File: src/rtl/regfile_pkg.sv
// Shared sizing and helpers for the one-hot-write register file.
//   NREG             : number of architectural registers
//   ADDR_W           : read address width
//   ZERO_REG_DEFAULT : default index of the hardwired zero register
//   is_onehot()      : 1 when exactly one enable bit is set
package regfile_pkg;

  localparam int unsigned NREG             = 8;
  localparam int unsigned ADDR_W           = 3;
  localparam int unsigned ZERO_REG_DEFAULT = 7;

  // Population count of exactly one.
  function automatic logic is_onehot(input logic [7:0] v);
    logic [3:0] n;
    n = 4'd0;
    for (int i = 0; i < 8; i++) begin
      n = n + 4'(v[i]);
    end
    return (n == 4'd1);
  endfunction

endpackage

File: src/rtl/regfile_onehot_wr_reg_word.sv
// Single WIDTH-bit storage word with synchronous active-low clear and write enable.
//   clk, reset_n : clock, synchronous active-low clear
//   we           : write enable
//   d            : write data
//   q            : stored value
module reg_word #(
  parameter int unsigned WIDTH = 64
) (
  input  logic             clk,
  input  logic             reset_n,
  input  logic             we,
  input  logic [WIDTH-1:0] d,
  output logic [WIDTH-1:0] q
);

  // Storage flop; clear has priority over write.
  always_ff @(posedge clk) begin
    if (!reset_n) begin
      q <= '0;
    end else if (we) begin
      q <= d;
    end
  end

endmodule

File: src/rtl/regfile_onehot_wr.sv
// 8-entry register file written through a one-hot per-register enable vector.
//   clk, reset_n         : clock, synchronous active-low reset
//   wr_onehot, wr_data   : one-hot write enables (zero = idle) and write data
//   rd_addr_a/b          : read addresses
//   rd_data_a/b          : combinational read data with optional write bypass
//   onehot_err           : sticky flag, a multi-bit enable vector was seen
//   wr_count             : committed writes since reset (wraps at 16 bits)
module regfile_onehot_wr
  import regfile_pkg::*;
#(
  parameter int unsigned WIDTH    = 64,
  parameter int unsigned ZERO_REG = ZERO_REG_DEFAULT,
  parameter int unsigned BYPASS   = 1
) (
  input  logic              clk,
  input  logic              reset_n,
  input  logic [NREG-1:0]   wr_onehot,
  input  logic [WIDTH-1:0]  wr_data,
  input  logic [ADDR_W-1:0] rd_addr_a,
  input  logic [ADDR_W-1:0] rd_addr_b,
  output logic [WIDTH-1:0]  rd_data_a,
  output logic [WIDTH-1:0]  rd_data_b,
  output logic              onehot_err,
  output logic [15:0]       wr_count
);

  localparam logic [ADDR_W-1:0] ZERO_ADDR = ADDR_W'(ZERO_REG);

  logic             wr_valid;
  logic             wr_multi;
  logic [WIDTH-1:0] regs [NREG];

  // A write commits only for a clean one-hot vector not aimed at the zero register.
  assign wr_valid = reset_n && is_onehot(wr_onehot) && !wr_onehot[ZERO_REG];
  assign wr_multi = (|wr_onehot) && !is_onehot(wr_onehot);

  // Storage: the zero register has no flops.
  for (genvar i = 0; i < NREG; i++) begin : g_reg
    if (i == ZERO_REG) begin : g_zero
      assign regs[i] = '0;
    end else begin : g_word
      reg_word #(.WIDTH(WIDTH)) u_word (
        .clk     (clk),
        .reset_n (reset_n),
        .we      (wr_valid & wr_onehot[i]),
        .d       (wr_data),
        .q       (regs[i])
      );
    end
  end

  // Sticky error flag and committed-write counter.
  always_ff @(posedge clk) begin
    if (!reset_n) begin
      onehot_err <= 1'b0;
      wr_count   <= 16'd0;
    end else begin
      if (wr_multi) begin
        onehot_err <= 1'b1;
      end
      if (wr_valid) begin
        wr_count <= wr_count + 16'd1;
      end
    end
  end

  // Read muxes: stored value, then bypass of a committing write, then zero override.
  always_comb begin
    rd_data_a = regs[rd_addr_a];
    rd_data_b = regs[rd_addr_b];
    if ((BYPASS != 0) && wr_valid && wr_onehot[rd_addr_a]) begin
      rd_data_a = wr_data;
    end
    if ((BYPASS != 0) && wr_valid && wr_onehot[rd_addr_b]) begin
      rd_data_b = wr_data;
    end
    if (rd_addr_a == ZERO_ADDR) begin
      rd_data_a = '0;
    end
    if (rd_addr_b == ZERO_ADDR) begin
      rd_data_b = '0;
    end
  end

endmodule
File: config.mk
export PLATFORM = sky130hd
export DESIGN_NAME = regfile_onehot_wr
export DESIGN_NICKNAME = d
export VERILOG_FILES = /design/src/rtl/regfile_pkg.sv /design/src/rtl/regfile_onehot_wr_reg_word.sv /design/src/rtl/regfile_onehot_wr.sv
export SDC_FILE = /design/constraint.sdc
export NUM_CORES = 1
export LEC_CHECK = 0
export BUFFER_PORTS_ARGS = -buffer_cell sky130_fd_sc_hd__buf_2
export CAP_MARGIN = 0
export CORE_ASPECT_RATIO = 0.9
export CORE_MARGIN = 2
export CORE_UTILIZATION = 60
export DETAILED_ROUTE_END_ITERATION = 10
export HOLD_SLACK_MARGIN = 0.12
export PLACE_DENSITY = 0.8
export SLEW_MARGIN = 30
export SYNTH_ARGS = -nofsm -noshare
export SYNTH_HDL_FRONTEND = slang
export SYNTH_SLANG_ARGS = --single-unit
export TNS_END_PERCENT = 20
File: constraint.sdc
create_clock -name clk -period 5.7 [get_ports clk]
set_input_delay 0.855 -clock clk [delete_from_list [all_inputs] [get_ports clk]]
set_output_delay 0.855 -clock clk [all_outputs]
set_load 0.02 [all_outputs]
### Word level (Yosys, flattened, before mapping)

Cells that the tools add are included.

* add/sub/neg operators: 8
* $mul: 0
* div/mod/pow operators: 0
* $lt $le $gt $ge: 4
* equal/unequal tests: 3
* shifts and indexed selects: 0
* multiplexer cells: 14
* bitwise operators: 9
* reductions and logical operators: 8

Operators by type and width (count)
* $mux 64: 8
* $bmux 64 s3: 2
* $add 16x1->16 const B: 1
* $add 4x1->4: 4
* $ge 4x4->1 const B: 2
* $lt 3x4->1 const B: 2
* $not 3->4: 2
* $reduce_or 8->1: 1
* $and 1x1->1: 7
* $bmux 1 s3: 2
* $eq 3x3->1 const B: 2
* $logic_and 1x1->1: 5
* $add 3x1->4: 1
* $eq 4x1->1 const B: 1
* $add 2x1->3: 1
* $add 1x1->2: 1
* $logic_not 1->1: 2
* $mux 1: 2

* bits in registers: 465
* latch bits: 0
* memory bits (writable): 0
* bits in read-only memories: 0
* bits of input ports: 80
* output and inout port bits: 145
* memories: 0

### Logic depth before layout (Yosys ltp)

* word-level depth: 13
* depth in mapped cells: 15
* gate-level depth less buffers: 12

### Cells and area by module

Synthesis repeated with hierarchy kept, for this count alone.

* cell total of the unflattened synthesis: 2336
* area, all modules: 27091.0 um2

By module, submodules not included
* reg_word: times used 7, cells an instance 206, area each 2451.1 um2
* regfile_onehot_wr: times used 1, cells an instance 894, area each 9933.3 um2

### Least setup slack after synthesis

OpenSTA, ideal clock, no wires.

* kind: in2out
* start point: in wr_onehot[0]
* end point: out rd_data_a[10]
* arrival: 4.354 ns
* slack: 0.491 ns
* stages: 13
* buffers on the path: 1
* cell sequence: inv_1 > fa_1 > fa_1 > fa_1 > inv_1 > ha_1 > inv_1 > fa_1 > nand2_1 > a211oi_4 > nand3_4 > buf_8 > mux2_1

* cells in the longest elaborated chain, start to end: 13
* elaborated cells between the ends (all ways): 15
* those cells by class: 7 x add/sub; 1 x eq/ne; 4 x mux; 3 x reduce/logical

Ends and longest elaborated chain
* start, declared: RTL line regfile_onehot_wr.sv:17 `input logic [NREG-1:0] wr_onehot,`
* $add 1x1->2: RTL line regfile_pkg.sv:17 `n = n + 4'(v[i]);`
* $add 2x1->3: RTL line regfile_pkg.sv:17
* $add 3x1->4: RTL line regfile_pkg.sv:17
* $add 4x1->4 (4 in a row): RTL line regfile_pkg.sv:17
* $eq 4x1->1: RTL line regfile_pkg.sv:19 `return (n == 4'd1);`
* $logic_and 1x1->1 (2 in a row): RTL line regfile_onehot_wr.sv:34 `assign wr_valid = reset_n && is_onehot(wr_onehot) && !wr_onehot[ZERO_REG];`
* $logic_and 1x1->1 *: RTL line regfile_onehot_wr.sv:71 `if ((BYPASS != 0) && wr_valid && wr_onehot[rd_addr_a]) begin`
* $mux 64 *: RTL line regfile_onehot_wr.sv:71
* $mux 64 *: RTL line regfile_onehot_wr.sv:77 `if (rd_addr_a == ZERO_ADDR) begin`
* end, declared: RTL line regfile_onehot_wr.sv:21 `output logic [WIDTH-1:0] rd_data_a,`

Every way passes the cells marked *; elsewhere a longest branch is shown, timed or not. The select of a mux whose other input is x is not followed.

### Worst setup path after layout

* start point: in wr_onehot[3]
* end point: out rd_data_b[17]

* cells in the longest elaborated chain, start to end: 11
* elaborated cells between the ends (all ways): 13
* those cells by class: 5 x add/sub; 1 x eq/ne; 4 x mux; 3 x reduce/logical

Ends and longest elaborated chain
* $add 3x1->4: RTL line regfile_pkg.sv:17
* $add 4x1->4 (4 in a row): RTL line regfile_pkg.sv:17
* $eq 4x1->1: RTL line regfile_pkg.sv:19
* $logic_and 1x1->1 (2 in a row): RTL line regfile_onehot_wr.sv:34
* $logic_and 1x1->1 *: RTL line regfile_onehot_wr.sv:74 `if ((BYPASS != 0) && wr_valid && wr_onehot[rd_addr_b]) begin`
* $mux 64 *: RTL line regfile_onehot_wr.sv:74
* $mux 64 *: RTL line regfile_onehot_wr.sv:80 `if (rd_addr_b == ZERO_ADDR) begin`
* end, declared: RTL line regfile_onehot_wr.sv:22 `output logic [WIDTH-1:0] rd_data_b,`

Marks and branches as above.

==> summary.txt <==
STA
  – Tcrit/Tclk final: 98.0%
  – Slew margin rel.: 35.2%
  – Fin. Hold Viols: 0
  – Max Freq: 179 MHz
  – Min Clock Period, post-route: 5.59 ns
  – Slack of the critical path: 0.113 ns
  – Hold Slack: 0.466 ns
  – Total setup violations reported at the end of the flow: 0
  – Setup TNS: 0 ns
  – Slew Limit Fails: 0
  – Slew @ Worst Pin: 0.972 ns
  – Clock Skews: 0.0173 ns

Floorplan
  – Row count: 72
  – Initial Utilization: 61.2%
  – Die width: 225 um
  – DIE HEIGHT: 203 um
  – Core ar.: 43200 um^2
  – Io pins: 225
  – Die area: 45700 um^2

Synth
  – Seq cells post-synth: 465
  – Syn Area/Cell: 11.0 um^2
  – Register area share after synthesis: 35.3%
  – Synth cell types: 42
  – Synthesized area: 26400 um^2
  – Syn nets: 2490
  – Synth warn: 0
  – Synthesized instance count: 2401

Detailed routing
  – Highest routed layer: met4
  – Iter 0 DRT Violations: 1450
  – Wire per inst: 22.5 um
  – DRC viols: 0
  – TritonRoute pass-1 iters: 8
  – Detail Route Antenna Nets: 0
  – Met1 wire length: 29.5 mm
  – Met2 WL: 35.0 mm
  – Total number of vias: 19600
  – Drt via density: 6.29
  – Total wire length: 70.1 mm
  – WL met3: 3.51 mm

GRT
  – Initial antenna violation count: 0
  – Largest net degree at the start of global routing: 198
  – Total gr overflow: 0
  – GRT Total Usage: 30.2%
  – Vias in the first global route: 20300
  – First-pass GRT wire length: 110 mm

Worst setup path
  – Crit Path Max Fanout: 13
  – Worst setup path class: in -> out
  – R2R depth: 5
  – Setup crit start: wr_onehot[3]
  – Worst Setup End Kind: output pin
  – Reg-to-Reg Start: wr_count[0]$_SDFFE_PN0N_
  – WP data arrival: 4.73 ns
  – Worst Path Required: 4.85 ns
  – R2r endpoint: wr_count[6]$_SDFFE_PN0N_
  – Critical path launch point type: input pin
  – Reg2reg setup slack: 3.86 ns
  – CP endpoint: rd_data_b[17]

Cells and area
  – Fill count: 3138
  – Most common cell after layout, fill and taps aside: mux2i_1
  – Area grow syn2layout: 12.1%
  – Layout cells sized above 1: 29.6%
  – Fin nets: 2610
  – Fin util: 68.6%
  – Most frequent cells in the layout: mux2i_1 (586), nand2_1 (529), dfxtp_1 (465)
  – Antenna Cells: 0

Place
  – IO buf count: 224
  – DP Worst Slack: 0.0834 ns
  – Global placer's final weighted congestion: 0.821
  – DP HPWL: 42.5 mm

Clock network
  – CTS tree: yes
  – H-tree depth: 2
  – Clock transition at path regs: 0.06 ns
  – Hold Buf Count CTS: 0
  – Longest Clk Path Bufs: 3
  – Clk_lat worst skew: 0.60 ns
  – Root Buffer: clkbuf_16
  – Clock sinks: 465
  – CTS buffer count: 48

Power
  – Pwr dens: 263 nW/um^2
  – Leak Pwr: 14.8 nW
  – Worst VDD drop: 0.000247 V

Min path
  – Cells on Worst Hold Path: 1
  – Min-delay worst type: reg -> reg
  – Worst Min Path Start: onehot_err$_SDFFE_PN0P_

Flow run
  – Max Cap Viol: 0

Run status
  – Outcome: finished clean
area by class of cell:
cell class	instances	area [um^2]	share of cell area (%)
Tap cell	555	694	2.35
Sequential cell	465	9310	31.5
Clock buffer	73	1450	4.88
Clock inverter	12	136	0.461
Timing Repair Buffer	281	1950	6.59
Multi-Input combinational cell	1709	16000	54.1
Inverter	16	60.1	0.203
state kept, by name, summed over array words and instances (netlist names):
name,flops
onehot_err,1
g.g_word.u_word.q,448
wr_count,16
logic make-up (layout without fill, tap and decap cells):
group,Yosys count,in the layout,synth area share [%]
multiplexers,976,976,46.1
AND/OR/NAND/NOR,577,577,8.76
buffers and inverters,227,382,4.50
flip-flops,465,465,35.3
AO/OA/AOI/OAI,147,147,4.78
adder cells (fa/ha/maj),9,9,0.540
metrics by stage:
step | power (mW) | area [um^2] | instances
after global routing | 8.00 | 29600 | 3111
after global placement | 4.60 | 27900 | 3019
final | 7.77 | 29600 | 3111
after floorplan | 4.30 | 26400 | 2401
after CTS | 7.78 | 29500 | 3104
after detailed placement | 4.64 | 27900 | 3019
what timing repair did:
action                     4_1_cts  5_1_grt
resized for setup                0        3
hold endpoints to repair         0        0
setup endpoints to repair        0       59
setup buffers                    0        5
Yosys cell counts:
cell type | count | area share (%)
nand2b_1 | 7 | 0.17
buf_2 | 66 | 1.3
o21a_1 | 1 | 0.028
nand3_4 | 2 | 0.13
a211o_1 | 1 | 0.033
buf_8 | 1 | 0.057
dfxtp_1 | 465 | 35
mux4_2 | 132 | 11
and2_1 | 1 | 0.024
o2bb2ai_1 | 128 | 4.2
nor4b_1 | 1 | 0.033
or4b_2 | 1 | 0.038
fa_1 | 4 | 0.30
buf_6 | 3 | 0.13
buf_4 | 11 | 0.31
or4_1 | 5 | 0.14
buf_1 | 19 | 0.27
nor2b_1 | 2 | 0.047
mux2_2 | 136 | 5.8
a31oi_1 | 1 | 0.024
a31o_2 | 1 | 0.033
nor2_1 | 1 | 0.014
ha_1 | 5 | 0.24
buf_12 | 11 | 0.83
nor4_1 | 5 | 0.12
mux2_4 | 116 | 6.6
clkbuf_1 | 100 | 1.4
nand2b_4 | 1 | 0.052
a21oi_1 | 7 | 0.13
inv_1 | 16 | 0.23
and3_1 | 1 | 0.024
nand2_1 | 530 | 7.5
nand4_1 | 5 | 0.12
nand3_1 | 12 | 0.23
a211oi_4 | 1 | 0.076
o31ai_1 | 5 | 0.14
and4_1 | 2 | 0.066
o21ai_0 | 1 | 0.019
a2111o_1 | 1 | 0.043
mux2_1 | 6 | 0.26
nor3_1 | 1 | 0.019
mux2i_1 | 586 | 22
worst min-delay path by stage:
stage	endpoint
6_report	onehot_err$_SDFFE_PN0P_
5_1_grt	onehot_err$_SDFFE_PN0P_
4_1_cts	onehot_err$_SDFFE_PN0P_
3_5_place_dp	onehot_err$_SDFFE_PN0P_
3_3_place_gp	onehot_err$_SDFFE_PN0P_
2_1_floorplan	g_reg[1].g_word.u_word.q[10]$_SDFFE_PN0P_
report_power, final:
part / switching, mW / internal (mW)
clock: 1.35 / 1.84
sequential: 0.0703 / 3.35
combinational: 0.689 / 0.484
total: 2.10 / 5.67
worst max-delay path, cell delays in order:
cell and delay [ns]:
clkbuf_4 0.15, inv_1 0.07, fa_1 0.47, fa_1 0.51, fa_1 0.41, inv_1 0.06
ha_1 0.17, inv_1 0.07, fa_1 0.55, nand2_2 0.09, a211oi_4 0.36, nand3_4 0.11
buf_12 0.17, clkbuf_16 0.20, mux2_4 0.31, buf_2 0.16
layer usage:
layer	vias to the layer above	global-route usage, %
li1	8945	-
met1	9855	38.0
met2	620	52.4
met3	148	3.70
met4	0	12.4
met5	-	0
(Power assumes the default switching activity.)
